--- src/rtl/fpu16_issue_ctrl_pkg.sv ---
// fpu16_issue_ctrl_pkg: shared FP16 FPU types and issue-controller definitions
package fpu16_issue_ctrl_pkg;
  typedef logic [15:0] fp16_t;
  typedef enum logic [1:0] {FPU_ADD, FPU_SUB, FPU_MUL, FPU_DIV} fpuOp_t;
  typedef logic [3:0] condCode_t;
  typedef logic [4:0] statusFlag_t;
  typedef logic [2:0] fpuComp_t;
  typedef enum logic [1:0] {ISS_IDLE, ISS_EXEC, ISS_RESP} fpuIssueState_t;
  localparam fp16_t FPU_QNAN = 16'h7E00;
  localparam statusFlag_t FLAG_NV = 5'b10000;
  typedef struct packed {
    fp16_t       data;
    condCode_t   cc;
    statusFlag_t flags;
    fpuComp_t    comps;
    logic        timeout;
  } fpuRsp_t;
endpackage

--- src/rtl/fpu16_issue_ctrl.sv ---
// fpu16_issue_ctrl: issues commands to the FP16 FPU, waits op latency with a MUL watchdog, returns tagged results and sticky flags
module fpu16_issue_ctrl
  import fpu16_issue_ctrl_pkg::*;
#(
  parameter int TAG_W = 4,
  parameter int TIMEOUT = 16
) (
  input  logic             clock,
  input  logic             reset,
  input  logic             cmd_valid,
  output logic             cmd_ready,
  input  fpuOp_t           cmd_op,
  input  fp16_t            cmd_a,
  input  fp16_t            cmd_b,
  input  logic [TAG_W-1:0] cmd_tag,
  output fp16_t            fpuIn1,
  output fp16_t            fpuIn2,
  output fpuOp_t           op,
  output logic             start,
  input  fp16_t            fpuOut,
  input  condCode_t        condCodes,
  input  statusFlag_t      statusFlags,
  input  fpuComp_t         comps,
  input  logic             mulDone,
  output logic             rsp_valid,
  input  logic             rsp_ready,
  output logic [15:0]      rsp_data,
  output logic [3:0]       rsp_cc,
  output logic [4:0]       rsp_flags,
  output logic [2:0]       rsp_comps,
  output logic [TAG_W-1:0] rsp_tag,
  output logic             rsp_timeout,
  input  logic             flags_clr,
  output logic [4:0]       flags_acc
);
  localparam int CW = $clog2(TIMEOUT + 1);
  localparam logic [CW-1:0] WAIT_LAST = CW'(TIMEOUT - 1);
  fpuIssueState_t state, state_n;
  fpuRsp_t rsp, rsp_n, fpu_rsp, div_rsp, tmo_rsp;
  logic [CW-1:0] wait_cnt, wait_n;
  logic [TAG_W-1:0] tag;
  logic accept;
  assign cmd_ready = state == ISS_IDLE && !reset;
  assign accept = cmd_valid && cmd_ready;
  assign rsp_valid = state == ISS_RESP;
  assign {rsp_data, rsp_cc, rsp_flags, rsp_comps, rsp_timeout} = rsp;
  assign rsp_tag = tag;
  assign fpu_rsp = '{data: fpuOut, cc: condCodes, flags: statusFlags, comps: comps, timeout: 1'b0};
  assign div_rsp = '{data: FPU_QNAN, cc: '0, flags: FLAG_NV, comps: '0, timeout: 1'b0};
  assign tmo_rsp = '{data: FPU_QNAN, cc: '0, flags: '0, comps: '0, timeout: 1'b1};
  always_comb begin
    state_n = state;
    rsp_n = rsp;
    wait_n = wait_cnt;
    case (state)
      ISS_IDLE: begin
        state_n = accept ? ISS_EXEC : ISS_IDLE;
        wait_n = '0;
      end
      ISS_EXEC:
        if (op != FPU_MUL) begin
          state_n = ISS_RESP;
          rsp_n = op == FPU_DIV ? div_rsp : fpu_rsp;
        end else if (!start && mulDone) begin
          state_n = ISS_RESP;
          rsp_n = fpu_rsp;
        end else if (wait_cnt == WAIT_LAST) begin
          state_n = ISS_RESP;
          rsp_n = tmo_rsp;
        end else
          wait_n = wait_cnt + CW'(wait_cnt != '1);
      ISS_RESP: state_n = rsp_ready ? ISS_IDLE : ISS_RESP;
      default: state_n = ISS_IDLE;
    endcase
  end
  always_ff @(posedge clock or posedge reset)
    if (reset)
      state <= ISS_IDLE;
    else
      state <= state_n;
  always_ff @(posedge clock or posedge reset)
    if (reset) begin
      fpuIn1 <= '0;
      fpuIn2 <= '0;
      op <= FPU_ADD;
      tag <= '0;
      start <= 1'b0;
      wait_cnt <= '0;
      rsp <= '0;
      flags_acc <= '0;
    end else begin
      if (accept) begin
        fpuIn1 <= cmd_a;
        fpuIn2 <= cmd_b;
        op <= cmd_op;
        tag <= cmd_tag;
      end
      start <= accept && cmd_op == FPU_MUL;
      wait_cnt <= wait_n;
      rsp <= rsp_n;
      flags_acc <= (flags_clr ? '0 : flags_acc) | (rsp_valid && rsp_ready ? rsp.flags : '0);
    end
endmodule

--- config.mk ---
export PLATFORM = sky130hd
export DESIGN_NAME = fpu16_issue_ctrl
export DESIGN_NICKNAME = d
export VERILOG_FILES = /design/src/rtl/fpu16_issue_ctrl_pkg.sv /design/src/rtl/fpu16_issue_ctrl.sv
export SDC_FILE = /design/constraint.sdc
export NUM_CORES = 1
export LEC_CHECK = 0
export BUFFER_PORTS_ARGS = -buffer_cell sky130_fd_sc_hd__buf_2
export CAP_MARGIN = 20
export CELL_PAD_IN_SITES_DETAIL_PLACEMENT = 1
export CELL_PAD_IN_SITES_GLOBAL_PLACEMENT = 1
export CORE_AREA = 3 3 77 134
export DETAILED_ROUTE_END_ITERATION = 8
export DIE_AREA = 0 0 80 137
export PLACE_DENSITY_LB_ADDON = 0.1
export RECOVER_POWER = 100
export SLEW_MARGIN = 40
export SYNTH_ARGS = -nofsm -noshare
export SYNTH_HDL_FRONTEND = slang
export SYNTH_SLANG_ARGS = --single-unit
--- constraint.sdc ---
create_clock -name clock -period 4.1 [get_ports clock]
set_input_delay 0.615 -clock clock [delete_from_list [all_inputs] [get_ports clock]]
set_output_delay 0.615 -clock clock [all_outputs]
set_load 0.1 [all_outputs]
==> run_results.csv <==
group,metric,value,unit
route,dr_wl_met3,531,um
grt,grt_pass1_vias,3318,
layout,drive_gt1_share,17.65,%
route,drcViolationCount,0,
grt,antenna_found_initial,0,
clock_tree,cts_resized,0,
sta,hold_viol,0,
route,drt-total-wl,9.359,mm
route,avgViaCountPerCell,4.799,
clock_tree,htree_levels,3,
synth,synth_adder_area_share,0.7516,%
clock_tree,cts_hold_buf,0,
clock_tree,postCtsSetupBuffers,0,
placed_design,place_hpwl,6.781,mm
sta,fmax,372.4,MHz
setup_path,startpoint_type,"flip-flop",
route,drtIter0Drc,106,
die,initial_core_util,35.39,%
setup_path,critPathCaptureType,"output port",
setup_path,critPathRequiredTime,3480,ps
placed_design,gp_congestion,0.7534,
route,highest_layer,"met4",
run_status,status,"finished, violations left",
clock_tree,path_clk_slew,60,ps
layout,n_antenna_cell,0,
placed_design,io_buffers,146,
min_path,whs_path_depth,2,
clock_tree,clock_path_buffers,2,
clock_tree,cts_tree,"yes",
synth,synthDistinctLibCells,34,
setup_path,r2r_start,"state[1]",
setup_path,r2r-end,"fpuIn2[15]",
clock_tree,insertion_delay,330,ps
sta,finalMaxSlewViolations,99,
setup_path,crit_type,"reg -> out",
setup_path,r2r_cells,5,
clock_tree,cts-root-buf,"clkbuf_16",
sta,finalCriticalPeriod,2685,ps
synth,yosysWarnings,0,
die,die_h,137,um
die,die_area,10960,um2
synth,syn-num-nets,440,
setup_path,reg2reg_slack,1580,ps
die,die_w,80,um
route,avgRoutedWirePerCell,14.81,um
route,dr_wl_met2,4.952,mm
synth,yosysSeqAreaShare,60.13,%
job,drv_cap,2,
route,firstDrtPassIters,4,
synth,synth_top_family_by_area,"simple AND/OR/NAND/NOR gates",
layout,design.final.nets,579,
synth,avgSynthCellArea,9.097,um2
route,vias,3033,
synth,yosys-top-cells-area,"dfrtp_1, nand2_1, o21ai_0",
grt,grt_max_degree,60,
layout,instances_no_fill,632,
synth,yosys_register_bits,80,
sta,skew,5.453,ps
sta,rsz0062_at_grt,"false",
route,ant_nets,0,
grt,grt_pass1_wl,15.73,mm
synth,yosysTopAreaCell,"dfrtp_1",
sta,worstMarginPinSlew,2648,ps
synth,yosysTopAreaCellShare,60.13,%
sta,fin_crit_sh,65.49,%
min_path,min-delay-start,"cmd_op[0]",
sta,setup-tns-final,0,ps
setup_path,critPathMaxFanout,11,
placed_design,dp_cells,616,
clock_tree,clock-sinks,80,
synth,synth_xor_area_share,0,%
grt,overflow,0,
die,io_pins,147,
die,rows,47,
route,met1_length,3.680,mm
die,core,9409,um2
min_path,min_to,"start",
synth,synth_compound_area_share,12.25,%
run_status,violations,"max-capacitance violations, max-slew violations",
synth,synth-simple-area-share,22.62,%
grt,grt_use_total,18.53,%
setup_path,cp.arrival,2070,ps
clock_tree,numCtsBuffers,9,
synth,synth_area,3329,um2
synth,syn_inst,366,
sta,finalSetupViolCount,0,
synth,synthMuxAreaShare,0.3382,%
sta,slew_headroom,-77.51,%
layout,area_growth,29.46,%
min_path,hold_class,"in -> reg",
## critical path, cell delays in order (launching register included)
cell	delay [ps]
dfrtp_1	550
nor2b_1	280
clkbuf_1	900
## per-stage QoR
step                hold WS, ps  utilization, %  instance area (um2)  worst slack (ps)
CTS                       355.2           47.23                 4444              1781
detailed placement        457.5           44.07                 4146              1803
global route              458.8           45.81                 4310              1151
global placement          453.2           43.92                 4133              1867
finish                    456.0           45.81                 4310              1415
floorplan                 525.5               -                 3329              1433
## area by class of cell
cell class / instances / area [um2]
Multi-Input combinational cell: 259 / 1180
Sequential cell: 80 / 2002
Fill cell: 1212 / 5099
Clock buffer: 10 / 229.0
Tap cell: 122 / 152.6
Clock inverter: 6 / 68.82
Timing Repair Buffer: 149 / 654.4
Inverter: 6 / 23.77
## cell families (layout without fill, tap and decap cells)
kind of cell,count (synthesis),in the layout
buf+inv,27,171
compound gates,73,73
simple gates,183,183
fa+ha+maj,2,2
flops,80,80
mux,1,1
## worst max-delay path by stage
stage | from | endpoint | slack (ps) | depth (start not counted)
finish | state[1] | rsp_valid | 1410 | 2
global route | state[1] | fpuIn2[9] | 1150 | 5
CTS | state[1] | rsp_valid | 1780 | 2
detailed placement | mulDone | wait_cnt[2] | 1800 | 5
global placement | mulDone | wait_cnt[2] | 1870 | 5
floorplan | reset | flags_acc[0] | 1430 | 1
## layer usage
| layer | track usage [%] | up-vias |
|---|---|---|
| li1 | - | 1474 |
| met1 | 20.88 | 1452 |
| met2 | 32.38 | 92 |
| met3 | 5.336 | 15 |
| met4 | 7.425 | 0 |
| met5 | 0 | - |
## registers in the layout, indices dropped and copies added, names as in the netlist
| register | cells |
|---|---|
| rsp_data | 16 |
| wait_cnt | 5 |
| state | 2 |
| op | 2 |
| rsp_cc | 4 |
| flags_acc | 5 |
| rsp_tag | 4 |
| fpuIn2 | 16 |
| rsp_timeout | 1 |
| start | 1 |
| fpuIn1 | 16 |
| rsp_comps | 3 |
| rsp_flags | 5 |
## layout by cell type (no fill, tap or decap), types with 2 or more instances in the layout
cell type	netlist	routed
o311ai_0	2	2
clkinvlp_4	0	4
inv_1	6	5
buf_4	2	2
o21ai_0	50	59
dfrtp_1	80	80
nor2_1	8	8
nor3_1	2	3
o21ai_1	13	3
and2_0	0	2
nor2b_1	2	2
nand2_1	151	152
o211ai_1	1	2
nand3_1	7	7
clkbuf_1	12	78
clkbuf_16	0	9
buf_2	5	70
nand2b_1	3	3
ha_1	2	2
## synth_stat cells, drive strengths merged
library cell  instances
and2b                 1
inv                   6
buf                   9
clkbuf               12
o211a                 1
ha                    2
nor2                  8
nor3                  3
nor3b                 1
and3                  1
and4                  1
mux2                  1
nand3                 7
or4                   1
nor2b                 2
nand2               152
a21oi                 1
o211ai                2
nand4                 1
nand2b                3
o21ai                63
dfrtp                80
a21o                  1
o21a                  1
o311ai                2
and2                  2
a22o                  1
a22oi                 1
Power is left out: the tool's default activity adds up to more than one toggle a clock period on the data nets, which glitch-free logic cannot reach.
